$ cat src/rtl/pipe_stage_ctrl_pkg.sv
// pipe_stage_ctrl_pkg: shared types and helpers for pipe_stage_ctrl.
// State enum, occupancy width helper, saturating increment.
package pipe_stage_ctrl_pkg;

  typedef enum logic {
    RUN   = 1'b0,
    DRAIN = 1'b1
  } state_e;

  function automatic int occ_w(input int stages);
    return $clog2(stages + 1);
  endfunction

  // w is the live width of v (1..64); stick at all-ones of that width
  function automatic logic [63:0] sat_inc(
    input logic [63:0] v,
    input int          w
  );
    logic [63:0] max;
    max = (w >= 64) ? '1 : ((64'd1 << w) - 64'd1);
    return (v >= max) ? max : v + 64'd1;
  endfunction

endpackage

$ cat src/rtl/pipe_stage_ctrl_if.sv
// pipe_stage_ctrl_if: upstream/downstream valid/ready handshake bundle.
// slave = controller side, master = producer/consumer side.
interface pipe_stage_ctrl_if;
  logic in_valid;
  logic in_ready;
  logic out_valid;
  logic out_ready;

  modport slave (
    input  in_valid,
    input  out_ready,
    output in_ready,
    output out_valid
  );

  modport master (
    output in_valid,
    output out_ready,
    input  in_ready,
    input  out_valid
  );
endinterface

$ cat src/rtl/pipe_stage_ctrl_stats.sv
// pipe_stage_ctrl_stats: saturating stall / transfer counters.
// Ports: clk_i, rst_i, valid_i, ready_i -> stall_o, xfer_o (CNT_W each).
module pipe_stage_ctrl_stats
  import pipe_stage_ctrl_pkg::*;
#(
  parameter int CNT_W = 32
) (
  input  logic             clk_i,
  input  logic             rst_i,
  input  logic             valid_i,
  input  logic             ready_i,
  output logic [CNT_W-1:0] stall_o,
  output logic [CNT_W-1:0] xfer_o
);
  logic [CNT_W-1:0] stall_q, stall_d;
  logic [CNT_W-1:0] xfer_q, xfer_d;

  always_comb begin
    stall_d = stall_q;
    xfer_d  = xfer_q;
    if (valid_i && !ready_i)
      stall_d = CNT_W'(sat_inc(64'(stall_q), CNT_W));
    if (valid_i && ready_i)
      xfer_d = CNT_W'(sat_inc(64'(xfer_q), CNT_W));
  end

  always_ff @(posedge clk_i) begin
    if (rst_i) begin
      stall_q <= '0;
      xfer_q  <= '0;
    end else begin
      stall_q <= stall_d;
      xfer_q  <= xfer_d;
    end
  end

  assign stall_o = stall_q;
  assign xfer_o  = xfer_q;
endmodule

$ cat src/rtl/pipe_stage_ctrl.sv
// pipe_stage_ctrl: valid/ready sequencer for an external register chain.
// Ports: clk, rst, hs (in/out handshake), flush, drain_req, stage_en,
// stage_valid, drain_done, busy, occupancy; stall_cycles/xfer_count
// exist only when PIPE_STAGE_CTRL_STATS_EN is defined.
module pipe_stage_ctrl
  import pipe_stage_ctrl_pkg::*;
#(
  parameter int STAGES = 3,
  parameter int CNT_W  = 32
) (
  input  logic                     clk,
  input  logic                     rst,
  pipe_stage_ctrl_if.slave         hs,
  input  logic                     flush,
  input  logic                     drain_req,
  output logic [STAGES-1:0]        stage_en,
  output logic [STAGES-1:0]        stage_valid,
  output logic                     drain_done,
  output logic                     busy,
  output logic [occ_w(STAGES)-1:0] occupancy
`ifdef PIPE_STAGE_CTRL_STATS_EN
  ,
  output logic [CNT_W-1:0]         stall_cycles,
  output logic [CNT_W-1:0]         xfer_count
`endif
);
  localparam int OW = occ_w(STAGES);

  if (STAGES < 1 || STAGES > 16 || CNT_W < 1 || CNT_W > 64) begin : g_bad_cfg
    $error("pipe_stage_ctrl: parameter out of range");
  end

  state_e            state_q, state_d;
  logic [STAGES-1:0] v_q, v_d, en;
  logic [OW-1:0]     occ_q, occ_d;
  logic              done_q, done_d;
  logic              acc;

  // a stage may load when empty or when its contents move on
  always_comb begin
    en = '0;
    en[STAGES-1] = !v_q[STAGES-1] | hs.out_ready;
    for (int i = STAGES - 2; i >= 0; i--)
      en[i] = !v_q[i] | en[i+1];
  end

  assign hs.in_ready  = en[0] & (state_q == RUN) & !flush;
  assign hs.out_valid = v_q[STAGES-1];
  assign acc          = hs.in_valid & hs.in_ready;

  always_comb begin
    v_d = v_q;
    if (flush) begin
      v_d = '0;
    end else begin
      if (en[0]) v_d[0] = acc;
      for (int i = 1; i < STAGES; i++)
        if (en[i]) v_d[i] = v_q[i-1];
    end
  end

  always_comb begin
    occ_d = '0;
    for (int i = 0; i < STAGES; i++)
      occ_d = occ_d + OW'(v_d[i]);
  end

  // drain ends once the next valid vector is empty; done is registered
  always_comb begin
    state_d = state_q;
    done_d  = 1'b0;
    unique case (state_q)
      RUN: begin
        if (drain_req) state_d = DRAIN;
      end
      DRAIN: begin
        if (v_d == '0) begin
          state_d = RUN;
          done_d  = 1'b1;
        end
      end
      default: state_d = RUN;
    endcase
  end

  always_ff @(posedge clk) begin
    if (rst) begin
      state_q <= RUN;
      v_q     <= '0;
      occ_q   <= '0;
      done_q  <= 1'b0;
    end else begin
      state_q <= state_d;
      v_q     <= v_d;
      occ_q   <= occ_d;
      done_q  <= done_d;
    end
  end

  assign stage_en    = en;
  assign stage_valid = v_q;
  assign drain_done  = done_q;
  assign busy        = (|v_q) | (state_q == DRAIN);
  assign occupancy   = occ_q;

`ifdef PIPE_STAGE_CTRL_STATS_EN
  pipe_stage_ctrl_stats #(
    .CNT_W (CNT_W)
  ) u_stats (
    .clk_i   (clk),
    .rst_i   (rst),
    .valid_i (hs.out_valid),
    .ready_i (hs.out_ready),
    .stall_o (stall_cycles),
    .xfer_o  (xfer_count)
  );
`endif
endmodule
$ cat src/flat_wrapper.sv
// flat-port wrapper written by rule: the top's interface ports become plain ports
module pipe_stage_ctrl_flat import pipe_stage_ctrl_pkg::*;
#(
  parameter int STAGES = 3,
  parameter int CNT_W  = 32
)
  (clk, rst, flush, drain_req, stage_en, stage_valid, drain_done, busy, occupancy, hs_in_valid, hs_out_ready, hs_in_ready, hs_out_valid);
  pipe_stage_ctrl_if hs_i ();
  input  logic clk;
  input  logic rst;
  input  logic flush;
  input  logic drain_req;
  output logic [STAGES-1:0] stage_en;
  output logic [STAGES-1:0] stage_valid;
  output logic drain_done;
  output logic busy;
  output logic [occ_w(STAGES)-1:0] occupancy;
  input wire logic [$bits(hs_i.in_valid)-1:0] hs_in_valid;
  input wire logic [$bits(hs_i.out_ready)-1:0] hs_out_ready;
  output wire logic [$bits(hs_i.in_ready)-1:0] hs_in_ready;
  output wire logic [$bits(hs_i.out_valid)-1:0] hs_out_valid;
  assign hs_i.in_valid = hs_in_valid;
  assign hs_i.out_ready = hs_out_ready;
  assign hs_in_ready = hs_i.in_ready;
  assign hs_out_valid = hs_i.out_valid;
  pipe_stage_ctrl #(.STAGES(STAGES), .CNT_W(CNT_W)) u_core (.clk(clk), .rst(rst), .hs(hs_i), .flush(flush), .drain_req(drain_req), .stage_en(stage_en), .stage_valid(stage_valid), .drain_done(drain_done), .busy(busy), .occupancy(occupancy));
endmodule
$ cat config.mk
export PLATFORM = sky130hd
export DESIGN_NAME = pipe_stage_ctrl_flat
export DESIGN_NICKNAME = d
export VERILOG_FILES = /design/src/rtl/pipe_stage_ctrl_pkg.sv /design/src/rtl/pipe_stage_ctrl_if.sv /design/src/rtl/pipe_stage_ctrl_stats.sv /design/src/rtl/pipe_stage_ctrl.sv /design/src/flat_wrapper.sv
export SDC_FILE = /design/constraint.sdc
export NUM_CORES = 1
export LEC_CHECK = 0
export CAP_MARGIN = 20
export CORE_AREA = 4 4 41 43
export DETAILED_ROUTE_END_ITERATION = 16
export DIE_AREA = 0 0 45 47
export PLACE_DENSITY = 0.62
export REMOVE_ABC_BUFFERS = 1
export SLEW_MARGIN = 20
export SYNTH_ARGS = -nofsm -noshare
export SYNTH_HDL_FRONTEND = slang
export SYNTH_HIERARCHICAL = 1
export SYNTH_SLANG_ARGS = --single-unit
export TNS_END_PERCENT = 100
$ cat constraint.sdc
create_clock -name clk -period 3.22 [get_ports clk]
set_clock_uncertainty 0.2 [all_clocks]
set_input_delay 0.644 -clock clk [delete_from_list [all_inputs] [get_ports clk]]
set_output_delay 0.644 -clock clk [all_outputs]
set_load 0.005 [all_outputs]
==> impl_metrics.ini <==
[setup_path]
ff2ff_path_depth = 5
cp-end-kind = primary output
r2r_slack_ns = 1.44
cp_cell_sequence = clkdlybuf4s50_1 > and4b_2 > nor3_1 > clkdlybuf4s50_1
r2r_end = u_core/occupancy[0]$_SDFF_PP0_
crit_start = hs_out_ready
reg2reg_from = u_core/stage_valid[1]$_SDFF_PP0_
critPathArrivalTime_ns = 2.10
cp.required_ns = 2.38
slowest_delay_ns = 0.53
crit_type = input port to primary output
crit_path_frequent_cell = clkdlybuf4s50_1
crit_end = hs_in_ready
crit_slowest_cell = clkdlybuf4s50_1
path_max_fanout = 3
cp-start-kind = input port

[layout]
fin_util_pct = 40.2
fill_cells = 139
final_layout_size_suffix_gt1_share_pct = 14.3
syn2layout_area_growth_pct = 67.9
fin_nets = 64
antenna-diode-count = 0

[synthesis]
synth_warnings = 6
synth-async-reset-ratio_pct = 0
synthFlopType = dfxtp_1
yosysUniqueCellTypes = 15
synth_edf_count = 0
yosysTopAreaCell = dfxtp_1
syn_inst = 36
ys_seq_area_share_pct = 45.0
synth_top_area_share_pct = 45.0
synthTopCellsByArea = dfxtp_1 45%, nor3_1 8.0%, nor2_1 7.2%
synth.avg_cell_area_um2 = 8.65
ys_top_cells_by_count = 7 x dfxtp_1, 6 x nor2_1, 5 x nor3_1
synthesis.area_um2 = 312
yosysMostFrequentCell = dfxtp_1
ys_seq_elements = 7

[floorplanning]
die_h_um = 47
rows = 13
die_x_um = 45
start_util_pct = 23.9
dieArea_um2 = 2120
core_um2 = 1300
io_pins = 18

[global_route]
grt_use_total_pct = 8.01
antenna_found_initial = 0
grt_pass1_vias = 270
grt_max_degree = 9
overflow = 0
grt_pass1_wl_mm = 1.18

[route]
ant_nets = 0
via_count = 310
wire_per_inst_um = 10.7
drc = 0
first_iter_violations = 12
drt_wl_total_um = 759
firstDrtPassIters = 4
vias_per_cell = 4.37

[run_status]
outcome = complete, no violations

[sta]
fin_tns_setup_ns = 0
finalSetupViolations = 0
slew_viol_final = 0
fin_crit_ns = 2.95
fmax_mhz = 339
rsz0062_at_grt = false
slew_headroom_pct = 81.4
final_hold_viol_count = 0
fin_crit_sh_pct = 91.5
worstMarginPinSlew_ns = 0.279

[clock_network]
clock_latency_ns = 0.25
clkSlewWorstSetupHoldPaths_ns = 0.05
cts_tree = built
cts_made_buffers = 3
cts_resized = 0
clock-root-buffer = clkbuf_4
cts_sinks = 7
htreeDepth = 1
cts.path.max_buffers = 2
postCtsSetupRepairBufs = 0
cts_hold_buf = 0

[placement]
gp_congestion = 0.686
io_buffers = 17
dp_hpwl_um = 603

[run]
maxCapViolations = 0

[worst_hold_path]
hp-class = register to register

[pwr]
ir_worst_vdd_mv = 0.151
leakage_nw = 0.196
power.density_nw_per_um2 = 379
==> per-layer routing <==
metal	vias up	part of all wire [%]	track usage, %
met1	137	40	9.20
met5	-	0	0
li1	158	-	-
met3	0	13	3.07
met2	15	47	11.6
met4	0	0	7.02
==> worst min-delay path by stage <==
| stage | endpoint | from | depth (start not counted) |
|---|---|---|---|
| 3_5_place_dp | u_core/drain_done$_SDFF_PP0_ | u_core/state_q$_SDFF_PP0_ | 2 |
| 3_3_place_gp | u_core/drain_done$_SDFF_PP0_ | u_core/state_q$_SDFF_PP0_ | 2 |
| 4_1_cts | u_core/drain_done$_SDFF_PP0_ | u_core/state_q$_SDFF_PP0_ | 2 |
| 6_report | u_core/drain_done$_SDFF_PP0_ | u_core/state_q$_SDFF_PP0_ | 2 |
| 5_1_grt | u_core/drain_done$_SDFF_PP0_ | u_core/state_q$_SDFF_PP0_ | 2 |
| 2_1_floorplan | u_core/drain_done$_SDFF_PP0_ | u_core/state_q$_SDFF_PP0_ | 2 |
==> cells in the final DEF (no fill, tap or decap), types with 2 or more instances in the layout <==
cell             synthesis  routed
inv_1                    2       2
nor3_1                   5       5
dfxtp_1                  7       7
nor2b_1                  2       2
nand2_1                  3       3
clkbuf_4                 0       3
nor2_1                   6       6
clkdlybuf4s50_1          0      17
a21oi_1                  3       3
==> logic make-up after synthesis <==
logic type	count (synthesis)	synth area share, %
AOI/OAI and AO/OA	5	10.4
adders and majority gates	1	6.43
buffers and inverters	5	7.23
DFF	7	45.0
and+or+nand+nor	18	30.9
==> final cells by class <==
| cell class | count | area [µm²] | share of cell area (%) |
|---|---|---|---|
| Tap cell | 15 | 18.8 | 3.59 |
| Timing Repair Buffer | 18 | 178 | 34.0 |
| Inverter | 3 | 11.3 | 2.15 |
| Sequential cell | 7 | 140 | 26.8 |
| Multi-Input combinational cell | 24 | 149 | 28.5 |
| Clock buffer | 4 | 26.3 | 5.02 |
==> registers in the layout, indices dropped and copies added, names as in the netlist <==
name / count
u_core/stage_valid: 3
u_core/occupancy: 2
u_core/drain_done: 1
u_core/state_q: 1
==> critical path: cells and delay by family <==
kind / cells / cell delay, ns
and+or+nand+nor: 2 / 0.40
buffers and inverters: 2 / 1.06
==> report_power, final <==
group          total, mW  internal (mW)  leakage, nW  switching (mW)
registers         0.0912         0.0896       0.0571         0.00166
logic             0.0278         0.0168        0.124          0.0109
clock network     0.0793         0.0473       0.0150          0.0320
total              0.198          0.154        0.196          0.0446
==> metrics by stage <==
stage | std cells | power, mW | hold slack [ns] | setup slack [ns] | instance area, µm²
3_5_place_dp | 67 | 0.121 | 0.337 | 0.273 | 497
5_1_grt | 71 | 0.210 | 0.391 | 0.187 | 523
6_report | 71 | 0.198 | 0.347 | 0.273 | 523
3_3_place_gp | 67 | 0.121 | 0.342 | 0.284 | 497
4_1_cts | 71 | 0.203 | 0.346 | 0.251 | 523
2_1_floorplan | 34 | 0.101 | 0.290 | 1.25 | 300
No activity file was read; power rests on OpenSTA's default activity.
